`src/rtl/axis_frame_buffer.sv`:
```
// Single-frame AXI-Stream capture buffer with host read port.
// Optional per-frame word counter enabled by defining AXIS_FRAME_BUFFER_LEN_EN.
//
// state | meaning
// ------+--------------------------------------------------------------
// IDLE  | no frame in progress; buffer empty; ready for first word
// RECV  | frame in progress; accepting words while not full
// HOLD  | complete frame held; input closed until the last word is read
module axis_frame_buffer #(
    parameter int DATA_W = 32,
    parameter int DEPTH  = 16
) (
    input  logic                     clk,
    input  logic                     rst_n,
    input  logic [DATA_W-1:0]        s_axis_tdata,
    input  logic                     s_axis_tvalid,
    input  logic                     s_axis_tlast,
    output logic                     s_axis_tready,
    input  logic                     clear,
    input  logic                     rd_en,
    output logic [DATA_W-1:0]        rd_data,
    output logic                     rd_valid,
    output logic [$clog2(DEPTH):0]   count,
    output logic                     empty,
    output logic                     frame_done,
    output logic [$clog2(DEPTH):0]   frame_len
);

    localparam int AW = $clog2(DEPTH);

    typedef enum logic [1:0] {
        IDLE = 2'd0,
        RECV = 2'd1,
        HOLD = 2'd2
    } state_t;

    state_t            state;
    logic [AW:0]       wr_ptr;
    logic [AW:0]       rd_ptr;
    logic              run;
    logic              full;
    logic              wr_fire;
    logic              rd_fire;
    logic              hold_exit;
    logic [DATA_W-1:0] mem [DEPTH];

    assign count      = wr_ptr - rd_ptr;
    assign empty      = (count == '0);
    assign full       = (wr_ptr[AW] != rd_ptr[AW]) && (wr_ptr[AW-1:0] == rd_ptr[AW-1:0]);
    assign frame_done = (state == HOLD);

    // run keeps tready low until the first edge after reset release
    assign s_axis_tready = run && ((state == IDLE) || ((state == RECV) && !full));

    assign wr_fire   = s_axis_tvalid && s_axis_tready;
    assign rd_fire   = rd_en && !empty;
    assign hold_exit = (state == HOLD) && rd_fire && (count == (AW+1)'(1));

    always_ff @(posedge clk) begin
        if (wr_fire && !clear) begin
            mem[wr_ptr[AW-1:0]] <= s_axis_tdata;
        end
    end

    always_ff @(posedge clk or negedge rst_n) begin
        if (!rst_n) begin
            state    <= IDLE;
            wr_ptr   <= '0;
            rd_ptr   <= '0;
            rd_data  <= '0;
            rd_valid <= 1'b0;
            run      <= 1'b0;
        end else begin
            run <= 1'b1;
            if (clear) begin
                state    <= IDLE;
                wr_ptr   <= '0;
                rd_ptr   <= '0;
                rd_valid <= 1'b0;
            end else begin
                rd_valid <= rd_fire;
                if (wr_fire) begin
                    wr_ptr <= wr_ptr + 1'b1;
                end
                if (rd_fire) begin
                    rd_data <= mem[rd_ptr[AW-1:0]];
                    rd_ptr  <= rd_ptr + 1'b1;
                end
                case (state)
                    IDLE: begin
                        if (wr_fire) begin
                            state <= s_axis_tlast ? HOLD : RECV;
                        end
                    end
                    RECV: begin
                        if (wr_fire && s_axis_tlast) begin
                            state <= HOLD;
                        end
                    end
                    HOLD: begin
                        if (hold_exit) begin
                            state <= IDLE;
                        end
                    end
                    default: state <= IDLE;
                endcase
            end
        end
    end

`ifdef AXIS_FRAME_BUFFER_LEN_EN
    logic [AW:0] frame_cnt;
    logic [AW:0] frame_cnt_inc;

    // saturate so an overlong frame reports the maximum rather than wrapping
    assign frame_cnt_inc = (&frame_cnt) ? frame_cnt : frame_cnt + 1'b1;

    always_ff @(posedge clk or negedge rst_n) begin
        if (!rst_n) begin
            frame_cnt <= '0;
            frame_len <= '0;
        end else if (clear) begin
            frame_cnt <= '0;
            frame_len <= '0;
        end else begin
            if (wr_fire) begin
                if (s_axis_tlast) begin
                    frame_len <= frame_cnt_inc;
                    frame_cnt <= '0;
                end else begin
                    frame_cnt <= frame_cnt_inc;
                end
            end else if (hold_exit) begin
                frame_len <= '0;
            end
        end
    end
`else
    assign frame_len = '0;
`endif

endmodule

```
`config.mk`:
```
export PLATFORM = sky130hd
export DESIGN_NAME = axis_frame_buffer
export DESIGN_NICKNAME = d
export VERILOG_FILES = /design/src/rtl/axis_frame_buffer.sv
export SDC_FILE = /design/constraint.sdc
export NUM_CORES = 1
export LEC_CHECK = 0
export CAP_MARGIN = 20
export CELL_PAD_IN_SITES_DETAIL_PLACEMENT = 0
export CELL_PAD_IN_SITES_GLOBAL_PLACEMENT = 1
export CORE_MARGIN = 2
export CORE_UTILIZATION = 35
export CTS_BUF_LIST = sky130_fd_sc_hd__clkbuf_16
export DETAILED_ROUTE_END_ITERATION = 12
export PLACE_DENSITY_LB_ADDON = 0.1
export SLEW_MARGIN = 20
export SYNTH_ARGS = -nofsm -noshare
export SYNTH_HDL_FRONTEND = slang
export SYNTH_SLANG_ARGS = --single-unit
```
`constraint.sdc`:
```
create_clock -name clk -period 4.4 [get_ports clk]
set_input_delay 0.66 -clock clk [delete_from_list [all_inputs] [get_ports clk]]
set_output_delay 0.66 -clock clk [all_outputs]
set_load 0.01 [all_outputs]
```
==> qor.yml, run 1 <==
critical_path:
  worst_ep_required_time_ps: 3740
  crit_type: "register to primary output"
  crit_path_max_fanout: 18
  worst-r2r-cell-count: 9
  end_kind: "primary output"
  cp.arrival_ps: 3210
  worst_setup_path_start_kind: "register"
global_route:
  grt_overflow_total: 0
  grt_pass1_vias: 10270
  antenna_found_initial: 2
  grt_usage_pct: 16.45
  grt_max_degree: 131
  grt_pass1_wl_um: 74440
yosys:
  yosysSeqAreaShare_pct: 76.93
  ys_async_sr_fraction_pct: 8.244
  synth-edff-count: 512
  syn_avg_cell_area_um2: 23.66
  synth_area_um2: 21480
  synth_ff_type: "edfxtp_1"
  syn_inst: 908
  ys_ff_latch: 558
  synth.distinct_cells: 41
  synth-warning-count: 0
routing:
  drt_pass1_iterations: 5
  drc_errors: 0
  dr_total_vias: 9602
  drtIter0Drc: 633
  wl_per_cell_um: 27.21
  routed_wl_um: 50900
  ant_nets: 0
  avgViaCountPerCell: 5.132
timing:
  final_hold_viol_count: 0
  finalMaxSlewViolations: 0
  rsz0062_at_grt: "no"
  period_needed_ps: 3873
  max_freq_mhz: 258.2
  slew_headroom_pct: 33.64
  finalSetupViolations: 0
  skew_ps: 25.32
  fin_crit_sh_pct: 88.01
  worstMarginPinSlew_ps: 995.5
  tns_ps: 0
clock_network:
  holdBufCountCts: 0
  clk_latency_ps: 620
  cts_setup_buffers: 0
  clockBufferDepth: 3
  ctsResizeCount: 0
  cts_root_buf: "clkbuf_16"
  cts.clk_slew.worst_paths_ps: 60
  cts_sinks: 558
  cts_buffers: 61
  cts-htree-levels: 2
  cts_tree: "done"
pwr:
  ir_drop_uv: 402.9
  switching_share_pct: 25.26
  power-per-cell-area_nw_per_um2: 556.1
  leakagePower_uw: 0.008069
  power_uw: 14090
  p_sw_uw: 3559
  internal-power_uw: 10530
  pwr-share-comb_pct: 21.7
  p_seq_share_pct: 43.6
  clkPwrFrac_pct: 34.6
floorplanning:
  die_h_um: 251.7
  ioPinCount: 84
  die_area_um2: 63380
  fp-row-count: 90
  start_util_pct: 35.52
  coreArea_um2: 60470
  die_w_um: 251.7
run:
  drv_cap: 0
placement:
  dp_hpwl_um: 27260
  gp_congestion: 0.7041
  io_buffers: 78
worst_hold_path:
  hold_path.class: "input pin to async pin"
layout:
  drive_gt1_share_pct: 30.30
  final_nets: 1087
  n_antenna_cell: 0
  area_growth_pct: 17.97
  fill_cells: 5186
status:
  status: "finished, final reports clean"
-- synthesized netlist by cell type (all sizes together), types with 6 or more instances --
| cell type | instances | area, um2 |
|---|---|---|
| buf | 26 | 200.2 |
| clkbuf | 22 | 82.58 |
| edfxtp | 512 | 15370 |
| a21oi | 7 | 35.03 |
| mux4 | 160 | 3603 |
| nand2 | 6 | 22.52 |
| ha | 9 | 112.6 |
| mux2 | 36 | 405.4 |
| and2 | 9 | 56.30 |
| dfrtp | 46 | 1151 |
| nor2 | 24 | 90.09 |
| inv | 10 | 37.54 |
-- cells by family after synthesis --
| kind of cell | share of synthesized area [%] |
|---|---|
| flip-flops | 76.93 |
| multiplexers | 18.66 |
| AND/OR/NAND/NOR | 1.427 |
| buffers and inverters | 1.491 |
| AO/OA/AOI/OAI | 0.5941 |
| adder cells (fa/ha/maj) | 0.6174 |
| XOR/XNOR | 0.2446 |
| other | 0.03496 |
-- per-layer routing --
metal / GRT usage [%] / wire [um]
met3: 2.662 / 1789
met5: 0 / 12
met2: 26.82 / 24640
met1: 23.30 / 23510
met4: 3.844 / 950
-- cell usage in the layout, fill, tap and decap left out, types with 2 or more instances in the layout --
master           instances
buf_4                   23
clkdlybuf4s50_1         77
mux2_1                   4
nand4_1                  3
and2_2                   9
a21boi_1                 2
conb_1                   6
mux4_2                 160
edfxtp_1               512
dfrtp_1                 43
nand2b_1                 2
clkinv_4                 2
mux2_2                  32
nor2_4                   4
inv_1                   27
a21oi_1                  7
bufinv_16                5
xor2_1                   5
and3_2                   3
buf_12                  11
nand2_1                  6
dfrtp_4                  2
clkinvlp_4               2
clkinv_1                14
nand3_1                  2
nor2_1                  20
clkinv_2                 7
inv_2                    2
ha_1                     9
nor2b_1                  4
nand3b_1                 2
clkbuf_16               62
-- worst paths after layout --
check,startpoint,to,slack [ps]
max,rd_ptr[0]$_DFFE_PN0P_,empty,530
min,rst_n,wr_ptr[2]$_DFFE_PN0P_,140
max reg2reg,rd_ptr[0]$_DFFE_PN0P_,rd_data[5]$_DFFE_PN0P_,940
min reg2reg,state[1]$_DFFE_PN0P_,state[0]$_DFFE_PN0P_,440
max in group asynchronous,rst_n,rd_data[16]$_DFFE_PN0P_,3460
min in group clk,state[1]$_DFFE_PN0P_,state[0]$_DFFE_PN0P_,440
-- area by class of cell --
cell class | count | area, um2 | share of cell area, %
clock inverters | 51 | 366.6 | 1.447
repair buffers | 112 | 1169 | 4.611
flip-flops and latches | 558 | 16530 | 65.25
inverters | 10 | 37.54 | 0.1481
well taps | 782 | 978.4 | 3.861
clock buffers | 62 | 1551 | 6.122
multi-input cells | 296 | 4705 | 18.56
-- metrics by stage --
stage | setup slack [ps] | hold slack (ps) | instance area (um2) | std cells | util [%]
after floorplan | 277.3 | 364.4 | 21500 | 912 | -
after global placement | 893.8 | 443.8 | 23420 | 1758 | 38.74
after detailed placement | 851.5 | 450.9 | 23420 | 1758 | 38.74
after CTS | 453.3 | 126.8 | 25340 | 1871 | 41.91
after global routing | 279.8 | 168.8 | 25340 | 1871 | 41.91
final | 527.5 | 139.2 | 25340 | 1871 | 41.91
-- state kept, by name (all words and copies together), names as in the netlist --
signal and cells:
mem 512, rd_data 32, rd_ptr 5, wr_ptr 5
run 1, rd_valid 1, state 2
-- critical path, cell delays in order (launching register included) --
cell and delay, ps:
dfrtp_4 640, ha_1 230, inv_1 50, fa_1 400
nand3_1 110, and3_1 200, o221ai_1 260, nor2_1 160
clkdlybuf4s50_1 550
-- power groups by stage --
stage	logic [uW]	clock network, uW	registers (uW)
6_report	3060	4880	6150
5_1_grt	3290	5230	6180
4_1_cts	3160	5050	6160
3_5_place_dp	3150	0	6270
3_3_place_gp	3160	0	6260
2_1_floorplan	2100	0	6240
(Power assumes the default switching activity.)
==> run 2, diff against run 1 <==
--- a/config.mk
+++ b/config.mk
@@ -12,6 +12,7 @@
 export CORE_UTILIZATION = 35
 export CTS_BUF_LIST = sky130_fd_sc_hd__clkbuf_16
 export DETAILED_ROUTE_END_ITERATION = 12
+export GPL_ROUTABILITY_DRIVEN = 0
 export PLACE_DENSITY_LB_ADDON = 0.1
 export SLEW_MARGIN = 20
 export SYNTH_ARGS = -nofsm -noshare
==> results of run 2 <==
No change in the layout: final DEF, timing and power equal those of run 1.
==> run 3, diff against run 2 <==
--- a/config.mk
+++ b/config.mk
@@ -13,6 +13,7 @@
 export CTS_BUF_LIST = sky130_fd_sc_hd__clkbuf_16
 export DETAILED_ROUTE_END_ITERATION = 12
 export GPL_ROUTABILITY_DRIVEN = 0
+export GPL_TIMING_DRIVEN = 0
 export PLACE_DENSITY_LB_ADDON = 0.1
 export SLEW_MARGIN = 20
 export SYNTH_ARGS = -nofsm -noshare
==> constraint.sdc (replaced) <==
create_clock -name clk -period 4.5 [get_ports clk]
set_input_delay 0.675 -clock clk [delete_from_list [all_inputs] [get_ports clk]]
set_output_delay 0.675 -clock clk [all_outputs]
set_load 0.01 [all_outputs]
==> run 3 against run 2 <==
Net effect:
- hold slack better by 330 ps
- largest cell class unchanged
- largest power group unchanged
- clock power is 1% lower
- non-clock buffer count rose by 28
- flip-flop and latch count stayed put
==> qor.yml, run 3 (synthesis gave the netlist of run 1 again) <==
status:
  status: "finished, final reports clean"
floorplanning:
  ioPinCount: 84  # unchanged
  die_area_um2: 63380  # unchanged
  die_w_um: 251.7  # unchanged
  fp-row-count: 90  # unchanged
  coreArea_um2: 60470  # unchanged
  die_h_um: 251.7  # unchanged
  start_util_pct: 35.52  # unchanged
critical_path:
  worst-path-stages: 9  # +1
  path_delay_family: "buffers and inverters"
  crit_path_max_fanout: 10  # -8
  crit_buf_inv: 4  # +2
  worst_setup_path_start_kind: "register"
  cpMaxStageDelayCell: "clkdlybuf4s50_1"
  cp.arrival_ps: 3650  # +440 ps
  crit_type: "register to primary output"
  r2r_slack_ps: 450  # -490 ps
  cpPeakStageDelay_ps: 550  # -90 ps
  end_kind: "primary output"
  worst-r2r-cell-count: 9  # unchanged
  cp_cell_sequence: "clkbuf_2 > buf_4 > inv_1 > fa_1 > nand3_1 > and3_1 > o221ai_1 > nor2_1 > clkdlybuf4s50_1"
  worst_ep_required_time_ps: 3830  # +90 ps
timing:
  fin_ws_ps: 175.0  # -352.5 ps
  skew_ps: 26.19  # +0.8759 ps
  finalMaxSlewViolations: 0  # unchanged
  fin_crit_sh_pct: 96.11
  period_needed_ps: 4325
  tns_ps: 0  # unchanged
  max_freq_mhz: 231.2
  rsz0062_at_grt: "no"
  finalSetupViolations: 0  # unchanged
  final_hold_viol_count: 0  # unchanged
  worstMarginPinSlew_ps: 1050  # +54.87 ps
  slew_headroom_pct: 29.98  # -3.7 points
  fin_hold_ws_ps: 471.5  # +332.3 ps
global_route:
  grt_pass1_vias: 10300  # +0.27%
  grt_pass1_wl_um: 74850  # +0.56%
  grt_max_degree: 33  # -75%
  grt_overflow_total: 0  # unchanged
  antenna_found_initial: 2  # unchanged
  grt_usage_pct: 16.72  # +0.27 points
placement:
  io_buffers: 77  # -1.3%
  place_ws_ps: -482.7  # -1334 ps
  dp.cells: 1786  # +1.6%
  dp_hpwl_um: 30380  # +11%
clock_network:
  cts-htree-levels: 2  # unchanged
  clockBufferDepth: 3  # unchanged
  cts.clk_slew.worst_paths_ps: 60  # about the same
  cts_root_buf: "clkbuf_16"
  cts_tree: "done"
  cts_buffers: 60  # -1.6%
  cts_sinks: 558  # unchanged
  clk_latency_ps: 630  # about the same
layout:
  layout_common_cells: "edfxtp_1, mux4_2, clkdlybuf4s50_1"
  drive_gt1_share_pct: 29.96  # -0.35 points
  area_growth_pct: 19.13
  largest_reg_flops: 512  # unchanged
  final_common_cell: "edfxtp_1"
  post-route-util_pct: 42.32  # +0.41 points
  final_nets: 1114  # +2.5%
  stdcell_count: 1898  # +1.4%
routing:
  avgViaCountPerCell: 5.111  # -0.42%
  drt_pass1_iterations: 5  # unchanged
  ant_nets: 0  # unchanged
  drc_errors: 0  # unchanged
  drtIter0Drc: 729  # +15%
  routed_wl_um: 51890  # +1.9%
  dr_total_vias: 9700  # +1.0%
  wl_per_cell_um: 27.34  # +0.49%
pwr:
  p_seq_share_pct: 42.3  # -1.3 points
  internal-power_uw: 10420  # -1.0%
  p_sw_uw: 3620  # +1.7%
  pwr-share-comb_pct: 23.5  # +1.8 points
  leakagePower_uw: 0.008146  # +0.96%
  ir_drop_uv: 307.8  # -24%
  switching_share_pct: 25.77  # +0.52 points
  clkPwrFrac_pct: 34.2  # -0.4 points
  power-per-cell-area_nw_per_um2: 548.7  # -1.3%
worst_hold_path:
  whs_path_depth: 1
  hold_path.class: "register to register"
run:
  drv_cap: 0  # unchanged
-- run 3: final cells by class --
class / count / area [um2]
Clock buffer: 62 / 1551
Sequential cell: 558 / 16530
Multi-Input combinational cell: 296 / 4718
Clock inverter: 49 / 366.6
Inverter: 10 / 37.54
Buffer: 47 / 286.5
Tap cell: 782 / 978.4
Antenna cell: 1 / 2.502
Timing Repair Buffer: 93 / 1124
Fill cell: 5216 / 34880
-- run 3: final timing paths --
kind	to	from
setup / recovery	empty	rd_ptr[1]$_DFFE_PN0P_
hold / removal	state[0]$_DFFE_PN0P_	state[1]$_DFFE_PN0P_
setup reg to reg	mem[10][31]$_DFFE_PP_	rd_ptr[2]$_DFFE_PN0P_
hold reg to reg	state[0]$_DFFE_PN0P_	state[1]$_DFFE_PN0P_
max in group asynchronous	rd_data[16]$_DFFE_PN0P_	rst_n
min in group asynchronous	rd_data[3]$_DFFE_PN0P_	rst_n
-- run 3: metal layers --
| layer | vias to the layer above | global-route usage (%) | part of all wire, % |
|---|---|---|---|
| met5 | - | 0 | 0.021 |
| met4 | 2 | 4.252 | 1.8 |
| met3 | 74 | 2.909 | 4.3 |
| li1 | 4158 | - | - |
| met1 | 5274 | 23.40 | 46 |
| met2 | 192 | 27.25 | 48 |
-- run 3: through the flow --
step | area, um2 | power (uW)
4_1_cts | 25590 | 14280
5_1_grt | 25590 | 14620
2_1_floorplan | 21500 | 8159
3_3_place_gp | 23250 | 9414
6_report | 25590 | 14040
3_5_place_dp | 23660 | 9434
-- run 3: what timing repair did --
action                                 CTS  global route
endpoints found under the hold margin   18             0
gates cloned                             0             0
resized for setup                        3             2
setup endpoints to repair              347            89
hold buffers                             1             0
setup buffers                            0             0
-- run 3: power groups by stage --
stage	registers, uW	logic [uW]	clock network (uW)
6_report	5940	3290	4810
5_1_grt	5960	3540	5110
4_1_cts	5940	3400	4950
3_5_place_dp	6050	3390	0
3_3_place_gp	6050	3370	0
2_1_floorplan	6100	2060	0
